$ cat src/rtl/pipe_stage_reg.sv
// Two-entry skid pipeline register. The main (head) entry drives the outputs
// and the skid entry absorbs one extra upstream entry. Because of the skid
// entry, in_ready can come straight from a flop and does not depend on
// out_ready in the same cycle. Bubbles always show an all-zero control word,
// so downstream logic can treat them as a NOP.
module pipe_stage_reg #(
  parameter int unsigned DATA_W    = 32,
  parameter int unsigned CTRL_W    = 16,
  parameter bit          ZERO_DATA = 1'b1
) (
  input  logic              clk,
  input  logic              rst,
  input  logic              flush,
  input  logic              in_valid,
  output logic              in_ready,
  input  logic [CTRL_W-1:0] in_ctrl,
  input  logic [DATA_W-1:0] in_data,
  output logic              out_valid,
  input  logic              out_ready,
  output logic [CTRL_W-1:0] out_ctrl,
  output logic [DATA_W-1:0] out_data,
  output logic [1:0]        occupancy
);

  // State encoding doubles as the occupancy count.
  typedef enum logic [1:0] {
    StEmpty = 2'd0,
    StOne   = 2'd1,
    StFull  = 2'd2
  } state_e;

  state_e              state_q, state_d;
  logic                in_ready_q, in_ready_d;
  logic [CTRL_W-1:0]   main_ctrl_q, main_ctrl_d;
  logic [DATA_W-1:0]   main_data_q, main_data_d;
  logic [CTRL_W-1:0]   skid_ctrl_q, skid_ctrl_d;
  logic [DATA_W-1:0]   skid_data_q, skid_data_d;

  logic                accept;
  logic                consume;

  // Flush kills both transfers in the cycle it is asserted.
  assign accept  = in_valid && in_ready_q && !flush;
  assign consume = (state_q != StEmpty) && out_ready && !flush;

  // State register and registered ready.
  always_ff @(posedge clk or negedge rst) begin
    if (!rst) begin
      state_q    <= StEmpty;
      in_ready_q <= 1'b1;
    end else begin
      state_q    <= state_d;
      in_ready_q <= in_ready_d;
    end
  end

  // Next-state: occupancy moves by accept minus consume, flush forces empty.
  always_comb begin
    state_d = state_q;
    if (flush) begin
      state_d = StEmpty;
    end else begin
      case (state_q)
        StEmpty: begin
          if (accept) state_d = StOne;
        end
        StOne: begin
          if (accept && !consume) begin
            state_d = StFull;
          end else if (consume && !accept) begin
            state_d = StEmpty;
          end
        end
        StFull: begin
          if (consume) state_d = StOne;
        end
        default: state_d = StEmpty;
      endcase
    end
    // Ready for the next cycle is known as soon as the next occupancy is.
    in_ready_d = (state_d != StFull);
  end

  // Outputs decoded from the state and the head entry.
  always_comb begin
    out_valid = (state_q != StEmpty);
    occupancy = state_q;
    in_ready  = in_ready_q;
    out_ctrl  = out_valid ? main_ctrl_q : '0;
    out_data  = main_data_q;
  end

  // Entry steering: where an accepted entry lands and how skid refills main.
  always_comb begin
    main_ctrl_d = main_ctrl_q;
    main_data_d = main_data_q;
    skid_ctrl_d = skid_ctrl_q;
    skid_data_d = skid_data_q;
    if (flush) begin
      main_ctrl_d = '0;
      skid_ctrl_d = '0;
      if (ZERO_DATA) begin
        main_data_d = '0;
        skid_data_d = '0;
      end
    end else begin
      case (state_q)
        StEmpty: begin
          if (accept) begin
            main_ctrl_d = in_ctrl;
            main_data_d = in_data;
          end
        end
        StOne: begin
          if (accept && consume) begin
            main_ctrl_d = in_ctrl;
            main_data_d = in_data;
          end else if (accept) begin
            skid_ctrl_d = in_ctrl;
            skid_data_d = in_data;
          end else if (consume) begin
            // Leave a NOP behind so a stale control word never lingers.
            main_ctrl_d = '0;
          end
        end
        StFull: begin
          if (consume) begin
            main_ctrl_d = skid_ctrl_q;
            main_data_d = skid_data_q;
            skid_ctrl_d = '0;
          end
        end
        default: begin
          main_ctrl_d = '0;
          skid_ctrl_d = '0;
        end
      endcase
    end
  end

  // Entry storage.
  always_ff @(posedge clk or negedge rst) begin
    if (!rst) begin
      main_ctrl_q <= '0;
      main_data_q <= '0;
      skid_ctrl_q <= '0;
      skid_data_q <= '0;
    end else begin
      main_ctrl_q <= main_ctrl_d;
      main_data_q <= main_data_d;
      skid_ctrl_q <= skid_ctrl_d;
      skid_data_q <= skid_data_d;
    end
  end

endmodule

$ cat config.mk
export PLATFORM = sky130hd
export DESIGN_NAME = pipe_stage_reg
export DESIGN_NICKNAME = d
export VERILOG_FILES = /design/src/rtl/pipe_stage_reg.sv
export SDC_FILE = /design/constraint.sdc
export NUM_CORES = 1
export LEC_CHECK = 0
export CAP_MARGIN = 20
export CELL_PAD_IN_SITES_DETAIL_PLACEMENT = 0
export CELL_PAD_IN_SITES_GLOBAL_PLACEMENT = 2
export CORE_MARGIN = 1
export CORE_UTILIZATION = 30
export DETAILED_ROUTE_END_ITERATION = 16
export PLACE_DENSITY = 0.8
export SYNTH_ARGS = -nofsm -noshare
export SYNTH_HDL_FRONTEND = slang
export SYNTH_SLANG_ARGS = --single-unit
$ cat constraint.sdc
create_clock -name clk -period 4 [get_ports clk]
set_clock_uncertainty 0.2 [all_clocks]
set_input_delay 0.6 -clock clk [delete_from_list [all_inputs] [get_ports clk]]
set_output_delay 0.6 -clock clk [all_outputs]
set_load 0.01 [all_outputs]
-- Word-level counts from Yosys, hierarchy flattened
Cells that the tools add are included.
- input bits: 53
- output and inout port bits: 52
- flip-flop bits (word level): 99
- word-level logic and storage cells: 62
- eq/ne operators: 12
- reduce and logical (&&, ||, !) cells: 19
- multiplexer cells: 25
- operators by type and width (kind ; number):
    2-to-1 mux 32 bit ; 7
    2-to-1 mux 16 bit ; 9
    case mux 16 bit (3 select lines) ; 2
    case mux 32 bit (3 select lines) ; 1
    inequality test 3 bit (second input constant) ; 5
    AND reduction 4 bit ; 3
    2-to-1 mux 2 bit ; 5
    inequality test 4 bit (second input constant) ; 2
    logical AND 1 bit ; 7
    inequality test 2 bit (second input constant) ; 3
    case mux 2 bit (3 select lines) ; 1
    nonzero test 2 bit ; 3
    nonzero test 4 bit ; 1
    logical NOT 1 bit ; 3
    AND reduction 3 bit ; 1
    == test 2 x 1 -> 1 bit (second input constant) ; 1
    == test 2 bit (second input constant) ; 1
    logical NOT 2 bit ; 1

-- Longest topological paths before layout
Gate-level depths: netlist (run 1).
- depth in word-level cells: 9
- gate-level depth with buffers: 7
- gate-level depth less buffers: 4

-- Worst setup path after synthesis (run 1)
OpenSTA, ideal clock, no wires.
- path type: flip-flop to output port
- start: register state_q[1], in the netlist occupancy[1]
- end: output port out_ctrl[11]
- data required time: 3.200 ns
- cell stages (with the launch flop): 6
- setup slack: 1.718 ns
- path buffers: 3
- arrival time: 1.482 ns
- cell sequence: dfrtp_1 -> buf_6 -> buf_6 -> nor2_1 -> clkbuf_1 -> and2b_1
- longest elaborated chain between the ends: 2
- ends and longest elaborated chain (item ; line ; RTL):
    from (decl) ; 32 ; state_e state_q, state_d;
    from (signal assigned) ; 49 ; state_q <= StEmpty;
    from (signal assigned) ; 52 ; state_q <= state_d;
    nonzero test 2 bit ; 86 ; out_valid = (state_q != StEmpty);
    2-to-1 mux 16 bit ; 89 ; out_ctrl = out_valid ? main_ctrl_q : '0;
    to (decl) ; 20 ; output logic [CTRL_W-1:0] out_ctrl,
No other way between the ends.

-- Final worst setup path (run 1)
- start: register state_q[1], in the netlist occupancy[1]
- end: output port out_ctrl[14]
The elaborated chain is that of the path after synthesis.

==> results.md, run 1 <==
Floorplan:
- The starting density of the core is between 30% and 40%.
- In this run the horizontal extent of the chip is 129.0 um.
- The region available for standard cell placement spans between 0.015 and 0.02 mm2.
- The die covers ~0.017 mm2.
- The placement row count is 46.
- The die extent in y is between 100 and 150 um.
- The number of placed I/O pins is about 110.

Routing:
- The number of detailed-routing iterations run before antenna repair is 6.
- Summing over every cut layer, the via total after detailed routing is about 3.6k.
- The remaining design rule violation count is 0.
- The count of nets left with antenna violations once routing finished came out at 0.
- After detailed routing, the average wire length per cell comes to approximately 17 um.
- Dividing the detail-routed via count by the number of cells gives 4.978.
- The final wirelength is about 12,000 um.
- The iteration-0 DRC count of the detailed router is roughly 220.

Timing:
- The tightest hold path in the finished design has a slack of between 0.09 and 0.1 ns.
- The final-report setup violation count is 0.
- For the final routed database, the setup TNS stands at 0 ns.
- The post-route fraction of the period consumed by the critical path is a little over two thirds.
- The clock period could shrink to 2.833 ns.
- For this run, the top clock speed supported by timing is roughly 350 MHz.
- The final max-slew violation count was 0.
- The worst setup margin is approximately 1.2 ns.
- Measured against its own limit, the worst slew margin works out to 43.00%.
- Setup repair after global routing left no endpoint under its margin.
- The number of hold violations in the final report is 0.
- At the pin with the least slew margin, the transition time is 0.8549 ns.

Pwr:
- The power per standard cell area is roughly 380 mW/mm2.
- The total power is approximately 2.4 mW.
- The analysis attributes to cell leakage a power of about 2.5 nW.
- IR analysis of the VDD net gives a maximum drop of 0.0001943 V.

GRT:
- The via count of the first global-routing pass is ~3.8k.
- The total global-route track usage is between 15 and 20%.
- The pin count of the biggest net entering global routing is 65.
- The initial antenna violation count is 0.
- The total overflow left after global routing is 0.
- The first global-routing pass estimated 20,130 um of wire.

Setup path:
- The setup path with the least slack is of type flip-flop to primary output.
- The cell with the largest stage delay on the worst path is sky130_fd_sc_hd__dfrtp_1.
- The worst endpoint required time is about 3.2 ns.
- The worst reg2reg path startpoint is occupancy[1].
- Counting cells, the worst reg-to-reg path comes to 5.
- The instance count on the critical path is 4.
- The number of buffers and inverters on the critical path is 2.
- The largest single stage delay on the critical path is 0.64 ns.
- The critical path starts at occupancy[1].
- In this run the critical register-to-register path is captured at main_ctrl_q[3].
- The kind of end point of the critical path is a primary output.
- In this design, the largest share of critical-path delay is due to buffers and inverters.
- The worst setup path is launched from a flip-flop.
- In this run the worst setup path terminates at out_ctrl[14].
- The critical-path maximum fanout is 17.
- The critical path goes through nor2_1, buf_4, nor2b_1, clkdlybuf4s50_1.
- For flop-to-flop paths, the worst setup slack is ~1.4 ns.
- Data on the critical path arrives at its endpoint at just over 2 ns.

Status:
- The flow ran to the end, and the final reports show no timing, DRC or antenna violations.

Clock network:
- Clock-pin slew was measured on the worst setup and hold paths at roughly 0.07 ns.
- The count of buffers added by post-CTS timing repair for setup is 0.
- The post-cts gate resize count is 0.
- Hold repair after CTS inserted 0 buffers.
- The number of clock buffers added by TritonCTS is 9.
- The tree is rooted in a sky130_fd_sc_hd__clkbuf_16.
- The H-tree was split into 3 levels.
- For this design, the sink count on the clock tree is 99.
- The clock passes through at most 2 buffers.
- The later pin in the worst-skew pair is clocked with a latency of about 0.35 ns.
- TritonCTS built the clock tree.

Logic synthesis:
- The distinct cell type count after synthesis is 36.
- The cell area after synthesis is about 0.0048 mm2.
- After synthesis the netlist holds a flip-flop and latch count of a little under 100.
- For this run, the number of Yosys warnings is 0.
- The synthesized area per cell is between 10 and 15 um2.
- The number of nets in the synthesized netlist is roughly 470.
- Synthesis produced a netlist whose cell count is 420.
- Sequential elements use between 50% and 60% of the synthesized area.

Place:
- The number of input and output port buffers inserted is 104.
- The count of placed standard cells including taps is 714.
- The congestion estimate from routability-driven global placement came to 0.7526.
- Summed over all nets, the half-perimeter wirelength after detailed placement is ~8000 um.
- Prior to clock tree synthesis, the placed netlist has a worst setup slack of between 1 and 1.5 ns.

Hold path:
- The worst min-delay path category is input pin to async pin.

Finish:
- The count of cells in the finished layout, fillers not included, comes to 730.
- 0 antenna diodes ended up in the layout.
- In the final design database the tool counted approximately 560 nets.
- From synthesis to final layout, the design area changed by 29.93%.
- The post-route netlist has between 10 and 15% of its cells at a drive strength greater than 1.

Job:
- Max-cap violations in this run came to 0.
area by class of cell:
cell class / count / area [um2]
Clock buffer: 10 / 239.0
Clock inverter: 6 / 72.57
Fill cell: 1518 / 9538
Inverter: 3 / 11.26
Multi-Input combinational cell: 279 / 2087
Sequential cell: 99 / 2479
Tap cell: 216 / 270.3
Timing Repair Buffer: 117 / 1131
registers in the layout, indices dropped and copies added (netlist names):
| name | flops |
|---|---|
| occupancy | 2 |
| skid_ctrl_q | 16 |
| main_ctrl_q | 16 |
| out_data | 32 |
| in_ready | 1 |
| skid_data_q | 32 |
per-stage QoR:
stage | utilization, % | cell area, um2
floorplan | - | 4841
global placement | 37.77 | 5978
detailed placement | 37.77 | 5978
CTS | 39.74 | 6290
global route | 39.74 | 6290
finish | 39.74 | 6290
power by group:
part | internal [mW] | switching (mW) | leakage [nW]
sequential | 1.06 | 0.0388 | 1.34
clock | 0.509 | 0.404 | 0.143
combinational | 0.192 | 0.204 | 1.06
synth_stat cells, drive strengths merged:
master	count	area [um2]
nor3b	5	48.80
nand3b	2	15.01
a21o	2	15.01
a22o	32	280.3
inv	3	11.26
buf	33	254.0
nor2b	13	81.33
and2b	6	45.04
and3b	1	8.760
mux2i	48	480.5
dfrtp	98	2452
o2111a	1	11.26
nand2	47	176.4
o31ai	32	290.3
o21ai	13	65.06
o2bb2ai	16	202.7
nand3	13	65.06
clkbuf	6	22.52
a31o	4	35.04
dfstp	1	26.28
nand4bb	1	11.26
nor2	19	71.32
and2	2	12.51
a21oi	21	150.1
o22a	1	8.760
cell families (layout without fill, tap and decap cells):
family	Yosys count	in the layout	synth area share [%]
mux	48	48	9.925
buf+inv	42	136	5.945
compound gates	122	122	21.87
simple gates	109	109	11.06
flops	99	99	51.20
layout by cell type, fill, tap and decap left out, types with 2 or more instances in the layout:
cell / synthesis / final
sky130_fd_sc_hd__inv_1: 2 / 2
sky130_fd_sc_hd__o2bb2ai_2: 10 / 10
sky130_fd_sc_hd__clkdlybuf4s50_1: 0 / 102
sky130_fd_sc_hd__nor2b_1: 13 / 12
sky130_fd_sc_hd__a21o_1: 2 / 2
sky130_fd_sc_hd__a22o_1: 32 / 32
sky130_fd_sc_hd__a21oi_1: 9 / 8
sky130_fd_sc_hd__nand2_1: 47 / 47
sky130_fd_sc_hd__buf_4: 8 / 14
sky130_fd_sc_hd__mux2i_1: 48 / 48
sky130_fd_sc_hd__and2b_1: 6 / 6
sky130_fd_sc_hd__clkbuf_16: 0 / 9
sky130_fd_sc_hd__and2_1: 2 / 2
sky130_fd_sc_hd__o31ai_2: 10 / 10
sky130_fd_sc_hd__nor3b_1: 4 / 4
sky130_fd_sc_hd__nand3_1: 13 / 13
sky130_fd_sc_hd__o2bb2ai_1: 6 / 6
sky130_fd_sc_hd__dfrtp_1: 98 / 98
sky130_fd_sc_hd__nor2_1: 19 / 19
sky130_fd_sc_hd__clkinvlp_4: 0 / 3
sky130_fd_sc_hd__a21oi_2: 12 / 13
sky130_fd_sc_hd__o31ai_1: 22 / 22
sky130_fd_sc_hd__a31o_2: 3 / 3
sky130_fd_sc_hd__o21ai_0: 12 / 12
sky130_fd_sc_hd__nand3b_1: 2 / 2
metal layers:
layer / part of all wire (%) / GRT usage, % / up-vias / wire (um)
met5: 0 / 0 / - / 0
met4: 1.6 / 6.090 / 0 / 195
met3: 4.5 / 3.014 / 16 / 553
met2: 44 / 24.67 / 88 / 5476
met1: 50 / 21.62 / 1837 / 6138
li1: - / - / 1693 / -
how the worst min path moves through the flow:
stage | slack, ns | endpoint | start
2_1_floorplan | 0.10 | main_ctrl_q[0] | rst
3_3_place_gp | 0.26 | out_data[23] | out_data[23]
3_5_place_dp | 0.27 | out_data[4] | out_data[4]
4_1_cts | 0.12 | out_data[24] | rst
5_1_grt | 0.15 | out_data[24] | rst
6_report | 0.09 | out_data[24] | rst
(Power assumes the default switching activity.)
==> run 2: changes to the inputs <==
- clock period: 4 -> 2.7 ns (I/O delays scaled with it)
==> run 2 against run 1 <==
Against the previous run: die area unchanged; hold slack improved by 0.11 ns; largest power group unchanged; sequential power rose by 46%; register-to-register slack lost 0.89 ns; total power rose by 52%; sequential cell count unchanged; final cell count is 0.27% higher; setup slack worse by 1.0 ns; via count decreased by 0.74%; utilization up 0.52 points.
==> results.md, run 2 (same netlist as run 1, synthesis figures left out) <==
Pwr:
- The worst voltage drop across the vdd grid is 0.0002939 V.
- For this design the ratio of total power to cell area is ~570 mW/mm2.
- The static leakage is 2.577 nW.

Finish:
- The number of antenna diodes in the final layout is 0.
- The leading cell type in the layout, fill and taps excluded is sky130_fd_sc_hd__clkdlybuf4s50_1.
- The area of all placed cells without fillers is around 0.0064 mm2.
- Of the cells placed in the final design, the portion with a size suffix greater than 1 is between 10% and 20%.
- In the layout the commonest cells are 102 x sky130_fd_sc_hd__clkdlybuf4s50_1, 98 x sky130_fd_sc_hd__dfrtp_1, 48 x sky130_fd_sc_hd__mux2i_1.
- The final layout contains 564 nets.
- The sequential cell area is 0.002479 mm2.
- The number of filler instances in the final layout is approximately 1.5k.
- The finished layout holds 732 standard cells, fillers aside.
- In the final layout, the multi-input gates occupy about 0.0021 mm2.
- From synthesis to final layout, the design area changed by 31.64%.

Timing:
- For this run, the top clock speed supported by timing is between 300 and 400 MHz.
- In the finished design, the share of the clock period the worst path needs comes to a little over nine tenths.
- At the pin with the least slew margin, the transition time is 0.8504 ns.
- Headroom to the max-slew limit came out at 43.31%.
- Setup total negative slack on the finished layout was measured at 0 ns.
- The final-report setup violation count is 0.
- The worst setup margin is about 0.14 ns.
- Setup repair after global routing left no endpoint under its margin.
- After layout, the minimum clock period comes to about 2.6 ns.
- The final max-slew violation count is 0.
- The tightest hold path in the finished design has a slack of 0.2069 ns.
- The number of hold violations in the final report came to 0.

Routing:
- For this run, design rule violations remaining after detail routing come to 0.
- The iteration-0 DRC count of the detailed router is about 220.
- The count of vias placed by the detailed router is roughly 3.6k.
- Once detail routing completed, the nets flagged for antenna violations numbered 0.
- The final wirelength is about 12,000 um.
- For this run, the detailed router's first-pass iteration total came to 4.
- The detailed-route vias per instance is between 4 and 5.
- In the final routed layout, each cell accounts on average for around 17 um.

Clock network:
- The number of CTS-inserted buffers is 9.
- The clock net in this run drives a total of about 100 sinks.
- The H-tree was split into 3 levels.
- The CTS root buffer is sky130_fd_sc_hd__clkbuf_16.
- The count of buffers added by post-CTS timing repair for setup is 0.
- The number of buffers on the longest clock path is 2.
- TritonCTS built the clock tree.
- The clock reaches the later pin of the worst-skew pair after 0.35 ns.
- The CTS clock-pin slew for the worst setup and hold paths is roughly 0.070 ns.

Setup path:
- The end of the worst register-to-register path is main_ctrl_q[7].
- On the worst path, the slowest cell contributes a delay of between 0.5 and 0.6 ns.
- Data on the critical path is required at its endpoint by between 2 and 2.5 ns.
- The data arrival time of the critical path is between 1.5 and 2 ns.
- The largest individual stage delay along the critical path comes from the cell sky130_fd_sc_hd__clkdlybuf4s50_1.
- The signal on the critical path passes through nor2_1, buf_4, nor2b_1, clkdlybuf4s50_1.
- The worst reg2reg path startpoint is occupancy[0].
- The critical-path maximum fanout is 17.
- Tracing the worst setup path back leads to its startpoint at occupancy[1].
- The destination of the critical timing path is out_ctrl[0].
- The worst setup path category is flip-flop to primary output.
- The worst reg2reg path depth is 5.
- The worst setup path is launched from a flip-flop.
- In this run the register-to-register setup slack is slightly above 0.5 ns.
- STA classifies the critical path endpoint as a primary output.

Status:
- The flow ran to the end, and the final reports show no timing, DRC or antenna violations.

GRT:
- Across every metal layer, demand over resource in global routing totals 15.73%.
- The via count of the first global-routing pass came to about 3.8k.
- The initial antenna violation count is 0.
- The pin count of the biggest net entering global routing is 65.
- The final global-route overflow total is 0.
- The first global-routing pass estimated 20,130 um of wire.

Place:
- Timing analysis after detailed placement gives a worst setup slack of 0.1964 ns.
- Once placement finished, the instance area stood at approximately 0.006 mm2.
- The wire-length estimate of the detail-placed layout is 7702 um.
- The number of placed instances, taps included, is 715.
- The number of input and output port buffers inserted is about 100.
- Routability-driven placement finished with a final weighted congestion of 0.7538.

Floorplan:
- From bottom edge to top edge, the die measures roughly 130 um.
- The placement row count is 46.
- The starting density of the core is 30.58%.
- The area of the die is 0.01665 mm2.
- Measured along the x axis, the die boundary spans 129.0 um.
- The number of placed I/O pins is around 110.
- The core region is roughly 0.016 mm2.

Hold path:
- The worst min-delay path category is input pin to flip-flop.

Job:
- The tool flagged a number of max-cap violations equal to 0.
## run 2: worst min-delay path by stage
stage | slack (ns) | endpoint | from | depth (start not counted)
global route | 0.24 | occupancy[0] | flush | 2
finish | 0.21 | occupancy[0] | flush | 2
floorplan | -0.09 | main_ctrl_q[0] | rst | 0
detailed placement | 0.25 | out_data[25] | rst | 1
global placement | 0.24 | out_data[25] | rst | 1
CTS | 0.21 | occupancy[0] | flush | 2
## run 2: timing repair
item	CTS	global route
hold buffers	1	0
endpoints found under the hold margin	42	0
gates resized for setup	0	0
## run 2: metrics by stage
step                      power, mW  util [%]
after detailed placement      2.258     38.13
after global routing          3.825     40.26
after global placement        2.245     38.13
after floorplan               1.943         -
after CTS                     3.702     40.26
final                         3.661     40.26
## run 2: final cells by class
class                   count  area share, %
repair buffers            119          18.81
clock inverters             6          1.532
flip-flops and latches     99          38.90
well taps                 216          4.241
clock buffers              10          3.593
inverters                   3         0.1767
multi-input cells         279          32.75
## run 2: critical path, delay by kind of cell (launching register included)
kind | cells | cell delay [ns]
buffers and inverters | 2 | 0.80
and+or+nand+nor | 2 | 0.29
DFF | 1 | 0.51
## run 2: power by group
group / internal, mW / total, mW / switching [mW]
clock: 0.827 / 1.44 / 0.611
sequential: 1.56 / 1.61 / 0.0477
combinational: 0.296 / 0.611 / 0.315
## run 2: per-layer routing
| metal | vias up | wire (um) | GRT usage [%] |
|---|---|---|---|
| li1 | 1698 | - | - |
| met1 | 1794 | 6125 | 21.81 |
| met2 | 99 | 5529 | 24.48 |
| met3 | 16 | 527 | 2.973 |
| met4 | 0 | 193 | 5.744 |
| met5 | - | 0 | 0 |
==> run 3: changes to the inputs <==
- ABC_CLOCK_PERIOD_IN_PS: not set -> 2700
==> results of run 3 <==
No change in the layout: final DEF, timing and power equal those of run 2.
